`src/rtl/cnt_obi_to_reg_buf.sv`:
```
// -----------------------------------------------------------------------------
// cnt_obi_to_reg_buf
//
// Bridge from an OBI manager to a single-cycle register interface (counter
// peripheral and similar register files). Every granted OBI request is handed
// to the register interface in the same cycle. The register response is
// captured into a RSP_DEPTH-entry response FIFO, so the OBI manager may stall
// responses with obi_rready_i. Grant is withheld while the FIFO is full, so no
// response is ever dropped or duplicated, and responses leave in grant order.
//
// Optional feature (compile-time macro CNT_OBI_TO_REG_ERR_EN):
//   defined   : each FIFO entry also stores reg_error_i; obi_err_o shows the
//               head entry's error bit.
//   undefined : entries are DW bits wide, reg_error_i is ignored and obi_err_o
//               is constant 0.
//
// Handshakes:
//   OBI request : a request transfers in a cycle with obi_req_i & obi_gnt_o.
//                 The request fields must be held stable until granted.
//   Register    : a register access completes in a cycle with
//                 reg_valid_o & reg_ready_i; reg_rdata_i / reg_error_i are
//                 sampled in that cycle. Because grant requires reg_ready_i,
//                 OBI grant and register completion are the same event.
//   OBI response: a response transfers in a cycle with
//                 obi_rvalid_o & obi_rready_i. While obi_rvalid_o=1 and
//                 obi_rready_i=0 the response stays stable.
//
// Ports:
//   clk_i, rst_ni         clock, asynchronous active-low reset
//   obi_req_i ... obi_wdata_i, obi_gnt_o   OBI request channel
//   obi_rvalid_o, obi_rready_i, obi_rdata_o, obi_err_o   OBI response channel
//   reg_valid_o ... reg_wdata_o, reg_ready_i, reg_rdata_i, reg_error_i
//                         register interface
//   outstanding_o         response FIFO occupancy
// -----------------------------------------------------------------------------
module cnt_obi_to_reg_buf #(
  parameter  int unsigned AW        = 32,
  parameter  int unsigned DW        = 32,
  parameter  int unsigned RSP_DEPTH = 2,
  localparam int unsigned BEW       = DW / 8,
  localparam int unsigned CW        = $clog2(RSP_DEPTH + 1)
) (
  input  logic           clk_i,
  input  logic           rst_ni,
  // OBI request
  input  logic           obi_req_i,
  input  logic           obi_we_i,
  input  logic [BEW-1:0] obi_be_i,
  input  logic [AW-1:0]  obi_addr_i,
  input  logic [DW-1:0]  obi_wdata_i,
  output logic           obi_gnt_o,
  // OBI response
  output logic           obi_rvalid_o,
  input  logic           obi_rready_i,
  output logic [DW-1:0]  obi_rdata_o,
  output logic           obi_err_o,
  // register interface
  output logic           reg_valid_o,
  output logic           reg_write_o,
  output logic [BEW-1:0] reg_wstrb_o,
  output logic [AW-1:0]  reg_addr_o,
  output logic [DW-1:0]  reg_wdata_o,
  input  logic           reg_ready_i,
  input  logic [DW-1:0]  reg_rdata_i,
  input  logic           reg_error_i,
  // status
  output logic [CW-1:0]  outstanding_o
);

  // Pointer width; a depth of 1 still needs a 1-bit pointer.
  localparam int unsigned PW = (RSP_DEPTH > 1) ? $clog2(RSP_DEPTH) : 1;

`ifdef CNT_OBI_TO_REG_ERR_EN
  localparam int unsigned EW = DW + 1;
`else
  localparam int unsigned EW = DW;
`endif

  logic [EW-1:0] mem_q [RSP_DEPTH];
  logic [PW-1:0] wr_ptr_q;
  logic [PW-1:0] rd_ptr_q;
  logic [CW-1:0] count_q;

  logic          full;
  logic          push;
  logic          pop;
  logic [EW-1:0] push_entry;
  logic [EW-1:0] head_entry;
  logic [PW-1:0] wr_ptr_next;
  logic [PW-1:0] rd_ptr_next;

  // Full depends only on registered state, so obi_rready_i can never reach
  // obi_gnt_o combinationally: a pop in a full cycle frees space only from
  // the next cycle on.
  assign full = (count_q == CW'(RSP_DEPTH));

  // Request path: register interface sees the OBI request directly.
  assign reg_valid_o = obi_req_i & ~full;
  assign reg_write_o = obi_we_i;
  assign reg_wstrb_o = obi_be_i;
  assign reg_addr_o  = obi_addr_i;
  assign reg_wdata_o = obi_wdata_i;

  assign obi_gnt_o   = obi_req_i & reg_ready_i & ~full;

  assign push = obi_gnt_o;
  assign pop  = obi_rvalid_o & obi_rready_i;

`ifdef CNT_OBI_TO_REG_ERR_EN
  assign push_entry = {reg_error_i, reg_rdata_i};
`else
  assign push_entry = reg_rdata_i;
  // reg_error_i has no use in this build.
  logic unused_reg_error;
  assign unused_reg_error = reg_error_i;
`endif

  // Explicit wrap compare so non-power-of-two depths work.
  assign wr_ptr_next = (wr_ptr_q == PW'(RSP_DEPTH - 1)) ? '0 : wr_ptr_q + PW'(1);
  assign rd_ptr_next = (rd_ptr_q == PW'(RSP_DEPTH - 1)) ? '0 : rd_ptr_q + PW'(1);

  // Storage is not reset: an entry is only observable while counted.
  always_ff @(posedge clk_i) begin
    if (push) begin
      mem_q[wr_ptr_q] <= push_entry;
    end
  end

  always_ff @(posedge clk_i or negedge rst_ni) begin
    if (!rst_ni) begin
      wr_ptr_q <= '0;
      rd_ptr_q <= '0;
      count_q  <= '0;
    end else begin
      if (push) begin
        wr_ptr_q <= wr_ptr_next;
      end
      if (pop) begin
        rd_ptr_q <= rd_ptr_next;
      end
      case ({push, pop})
        2'b10:   count_q <= count_q + CW'(1);
        2'b01:   count_q <= count_q - CW'(1);
        default: count_q <= count_q;
      endcase
    end
  end

  // Response path: head entry, forced to zero while the FIFO is empty.
  assign head_entry    = mem_q[rd_ptr_q];
  assign obi_rvalid_o  = (count_q != '0);
  assign obi_rdata_o   = obi_rvalid_o ? head_entry[DW-1:0] : '0;
`ifdef CNT_OBI_TO_REG_ERR_EN
  assign obi_err_o     = obi_rvalid_o & head_entry[DW];
`else
  assign obi_err_o     = 1'b0;
`endif
  assign outstanding_o = count_q;

endmodule
```
`config.mk`:
```
export PLATFORM = sky130hd
export DESIGN_NAME = cnt_obi_to_reg_buf
export DESIGN_NICKNAME = d
export VERILOG_FILES = /design/src/rtl/cnt_obi_to_reg_buf.sv
export SDC_FILE = /design/constraint.sdc
export NUM_CORES = 1
export LEC_CHECK = 0
export CORE_AREA = 2 2 96 98
export CTS_BUF_LIST = sky130_fd_sc_hd__clkbuf_4 sky130_fd_sc_hd__clkbuf_8
export CTS_CLUSTER_SIZE = 8
export DETAILED_ROUTE_END_ITERATION = 8
export DIE_AREA = 0 0 98 100
export GPL_TIMING_DRIVEN = 0
export HOLD_SLACK_MARGIN = 0.15
export MAX_ROUTING_LAYER = met4
export PLACE_DENSITY = 0.89
export SLEW_MARGIN = 30
export SYNTH_ARGS = -nofsm -noshare
export SYNTH_HDL_FRONTEND = slang
export SYNTH_SLANG_ARGS = --single-unit
```
`constraint.sdc`:
```
create_clock -name clk_i -period 3.06 [get_ports clk_i]
set_input_delay 0.612 -clock clk_i [delete_from_list [all_inputs] [get_ports clk_i]]
set_output_delay 0.612 -clock clk_i [all_outputs]
set_load 0.005 [all_outputs]
```
==> key figures, run 1 <==
Global route
  • GR Overflow Total: 0
  • Initial antenna violation count: 1
  • Met2 Usage GRT: roughly 30%
  • Tot GR Track Use: 16.5%
  • Gr busiest metal: met2
  • M3 GR Usage: 5.08%
  • Routing usage on met1: between 15 and 20%
  • Largest net degree at the start of global routing: 19
  • Global-route wire length before repair: 11800 um
  • Vias in the first global route: 2277

Critical path
  • CP Launch Type: input pin
  • Reg2reg path depth: 4
  • R2r endpoint: mem_q[0][11]$_DFFE_PP_
  • CP Data Required Time: 2.45 ns
  • R2r setup slk: 1.24 ns
  • CP Capture Type: output pin
  • WP data arrival: 1.86 ns
  • Crit Path Max Fanout: 5
  • CP Class: input pin to output pin
  • Origin of the critical flop-to-flop path: outstanding_o[0]$_DFFE_PN0P_

STA
  • Setup TNS: 0 ns
  • Final period util: 80.8%
  • Clk_skew: 0.00471 ns
  • Hold WS: 0.483 ns
  • Achievable Freq: 0.405 GHz
  • Slew Limit Headroom: 64.4%
  • Max-slew violations: 0
  • RSZ-0062 raised after global routing: false
  • Slew at the pin with the worst max-slew slack: between 0.5 and 0.6 ns
  • Final hold vios: 0
  • # setup viols final: 0
  • Setup WS post-layout: between 0.5 and 0.6 ns
  • Fin crit period: 2.47 ns

Die
  • Site row count: 35
  • Ports: 214
  • Starting Density: 35.7%
  • Die height: 100 um
  • Core ar.: 8890 um^2
  • Die Width: 98 um
  • Die ar.: 9800 um^2

Routing
  • TritonRoute pass-1 iters: 4
  • Average via count per standard cell: between 4 and 5
  • Total number of vias: 2181
  • Antenna-violating nets left: 0
  • Residual DRC: 0
  • Initial DRC Count: 44
  • Routed len/inst: 16.4 um
  • WL final: approximately 8000 um

Yosys
  • Avg Cell Area, Syn: around 14 um^2
  • Distinct cell type count of the synthesized netlist: 17
  • Synth Instances: 227
  • Post-synth top area cell: edfxtp_1
  • Synth Register Bits: 68
  • Ranking of synthesized cells by area: edfxtp_1 61%, buf_4 17%, mux2i_1 10%, nor2_1 4.1%, dfrtp_1 3.2%
  • Top cell type's share of synthesized area: 60.6%
  • Yosys Warn Count: 0
  • Synthesized net count: 335
  • Post-Synthesis Cell Area: 3170 um^2
  • Register area share after synthesis: 63.8%

Clock network
  • Worst skew pair latency: 0.34 ns
  • Maximum clock insertion buffer count: 2
  • CTS Hold Bufs: 0
  • H-tree Lvls: 3
  • Post_cts resized: 0
  • CTS tree: yes
  • # Post-CTS Setup Buffers: 0
  • Clock-pin slew on the worst setup and hold paths: 0.07 ns
  • Sink Count: 68
  • Root Buffer: clkbuf_8
  • Total CTS buffers: 9

Layout
  • Most common cell after layout, fill and taps aside: clkdlybuf4s50_1
  • Area delta synth->final: 58.3%
  • Fin nets: 490
  • Commonest non-fill, non-tap cells in the layout: 142 x clkdlybuf4s50_1, 71 x buf_4, 64 x edfxtp_1
  • Share of layout cells above drive strength 1: roughly a quarter

Outcome
  • Outcome: complete, no violations

Hold path
  • HP Class: input pin to async pin

Power and ir drop
  • Maximum vdd drop: around 0.42 mV
  • Total power: 3.51 mW
  • Leakage: 2.01 nW
  • Pwr Density: 699 nW/um^2

Flow run
  • Max_cap viols: 0

Placed design
  • Port Buffer Count: 142
  • DP HPWL: ~6400 um
  • Placement Setup Slack: 0.574 ns
  • Routability cong.: 0.716
flip-flops by register name (all words and copies together) (netlist names):
name and cells:
rd_ptr_q 1, outstanding_o 2, wr_ptr_q 1, mem_q 64
how the worst max path moves through the flow:
| stage | from | endpoint | slack (ns) |
|---|---|---|---|
| 4_1_cts | obi_req_i | obi_gnt_o | 0.57 |
| 5_1_grt | obi_req_i | obi_gnt_o | 0.53 |
| 2_1_floorplan | outstanding_o[0]$_DFFE_PN0P_ | mem_q[0][0]$_DFFE_PP_ | 0.53 |
| 6_report | obi_req_i | obi_gnt_o | 0.59 |
| 3_5_place_dp | obi_req_i | obi_gnt_o | 0.57 |
| 3_3_place_gp | obi_req_i | mem_q[1][26]$_DFFE_PP_ | -0.71 |
per-stage QoR:
step / instances / instance area (um^2) / util [%]
finish: 499 / 5020 / 56.4
global route: 499 / 5020 / 56.4
CTS: 498 / 5010 / 56.4
detailed placement: 482 / 4800 / 54.0
global placement: 480 / 4730 / 53.2
floorplan: 227 / 3170 / -
Yosys cell counts:
library cell,n
dfrtp_1,4
mux2i_1,32
conb_1,1
buf_2,3
and2_1,1
inv_1,3
nand3_2,1
nor2_1,35
nor2_4,1
nand2b_1,1
xor2_1,2
edfxtp_1,64
xnor2_1,3
and2_4,1
buf_4,71
ha_1,1
buf_6,3
worst max-delay path: stages:
cell,delay (ns)
clkdlybuf4s50_1,0.48
nand3_2,0.18
inv_1,0.09
clkdlybuf4s50_1,0.50
report_power, final:
group | total (mW) | leakage, nW | internal [mW] | switching [mW]
Sequential | 1.23 | 0.631 | 1.17 | 0.0598
Clock | 0.783 | 0.109 | 0.456 | 0.327
Combinational | 1.50 | 1.27 | 0.892 | 0.605
layer usage:
layer | wire, um | part of all wire, %
met5 | 0 | 0
met4 | 76 | 0.93
met3 | 682 | 8.3
met2 | 4370 | 53
met1 | 3050 | 37
cells by family after synthesis:
family / synth area share, %
other: 0.118
buffers and inverters: 18.7
XOR/XNOR: 1.38
flip-flops: 63.8
adder cells (fa/ha/maj): 0.395
multiplexers: 10.1
AND/OR/NAND/NOR: 5.49
final cells by class:
| class | count | area (um^2) |
|---|---|---|
| Sequential cell | 68 | 2020 |
| Clock inverter | 7 | 90.1 |
| Multi-Input combinational cell | 79 | 569 |
| Antenna cell | 1 | 2.50 |
| Inverter | 3 | 11.3 |
| Buffer | 77 | 582 |
| Timing Repair Buffer | 144 | 1480 |
| Fill cell | 719 | 3870 |
| Clock buffer | 9 | 124 |
| Tap cell | 111 | 139 |
(Power assumes the default switching activity.)
==> inputs of run 2 (changes only) <==
==> constraint.sdc (replaced) <==
create_clock -name clk_i -period 2.5 [get_ports clk_i]
set_input_delay 0.5 -clock clk_i [delete_from_list [all_inputs] [get_ports clk_i]]
set_output_delay 0.5 -clock clk_i [all_outputs]
set_load 0.005 [all_outputs]
==> results of run 2 <==
Same layout as run 1 (identical final DEF). Status: complete, no violations.
Main changes from that run: setup slack after placement 0.574 ns -> 0.238 ns; setup slack after layout 0.588 ns -> 0.176 ns; hold slack 0.483 ns -> 0.371 ns; start point of the critical path obi_req_i -> outstanding_o[1]$_DFFE_PN0P_; end point of the critical path obi_gnt_o -> obi_rdata_o[16]; register-to-register setup slack 1.24 ns -> 0.68 ns; total power 3.51 mW -> 4.29 mW; worst IR drop on VDD 0.423 mV -> 0.518 mV
==> inputs of run 3 (changes only) <==
--- a/config.mk
+++ b/config.mk
@@ -5,6 +5,7 @@
 export SDC_FILE = /design/constraint.sdc
 export NUM_CORES = 1
 export LEC_CHECK = 0
+export CAP_MARGIN = 20
 export CORE_AREA = 2 2 96 98
 export CTS_BUF_LIST = sky130_fd_sc_hd__clkbuf_4 sky130_fd_sc_hd__clkbuf_8
 export CTS_CLUSTER_SIZE = 8
==> results of run 3 <==
Same layout as run 1 (identical final DEF). Status: complete, no violations.
Main changes from that run: setup slack after placement 0.574 ns -> 0.238 ns; setup slack after layout 0.588 ns -> 0.176 ns; hold slack 0.483 ns -> 0.371 ns; start point of the critical path obi_req_i -> outstanding_o[1]$_DFFE_PN0P_; end point of the critical path obi_gnt_o -> obi_rdata_o[16]; register-to-register setup slack 1.24 ns -> 0.68 ns; total power 3.51 mW -> 4.29 mW; worst IR drop on VDD 0.423 mV -> 0.518 mV
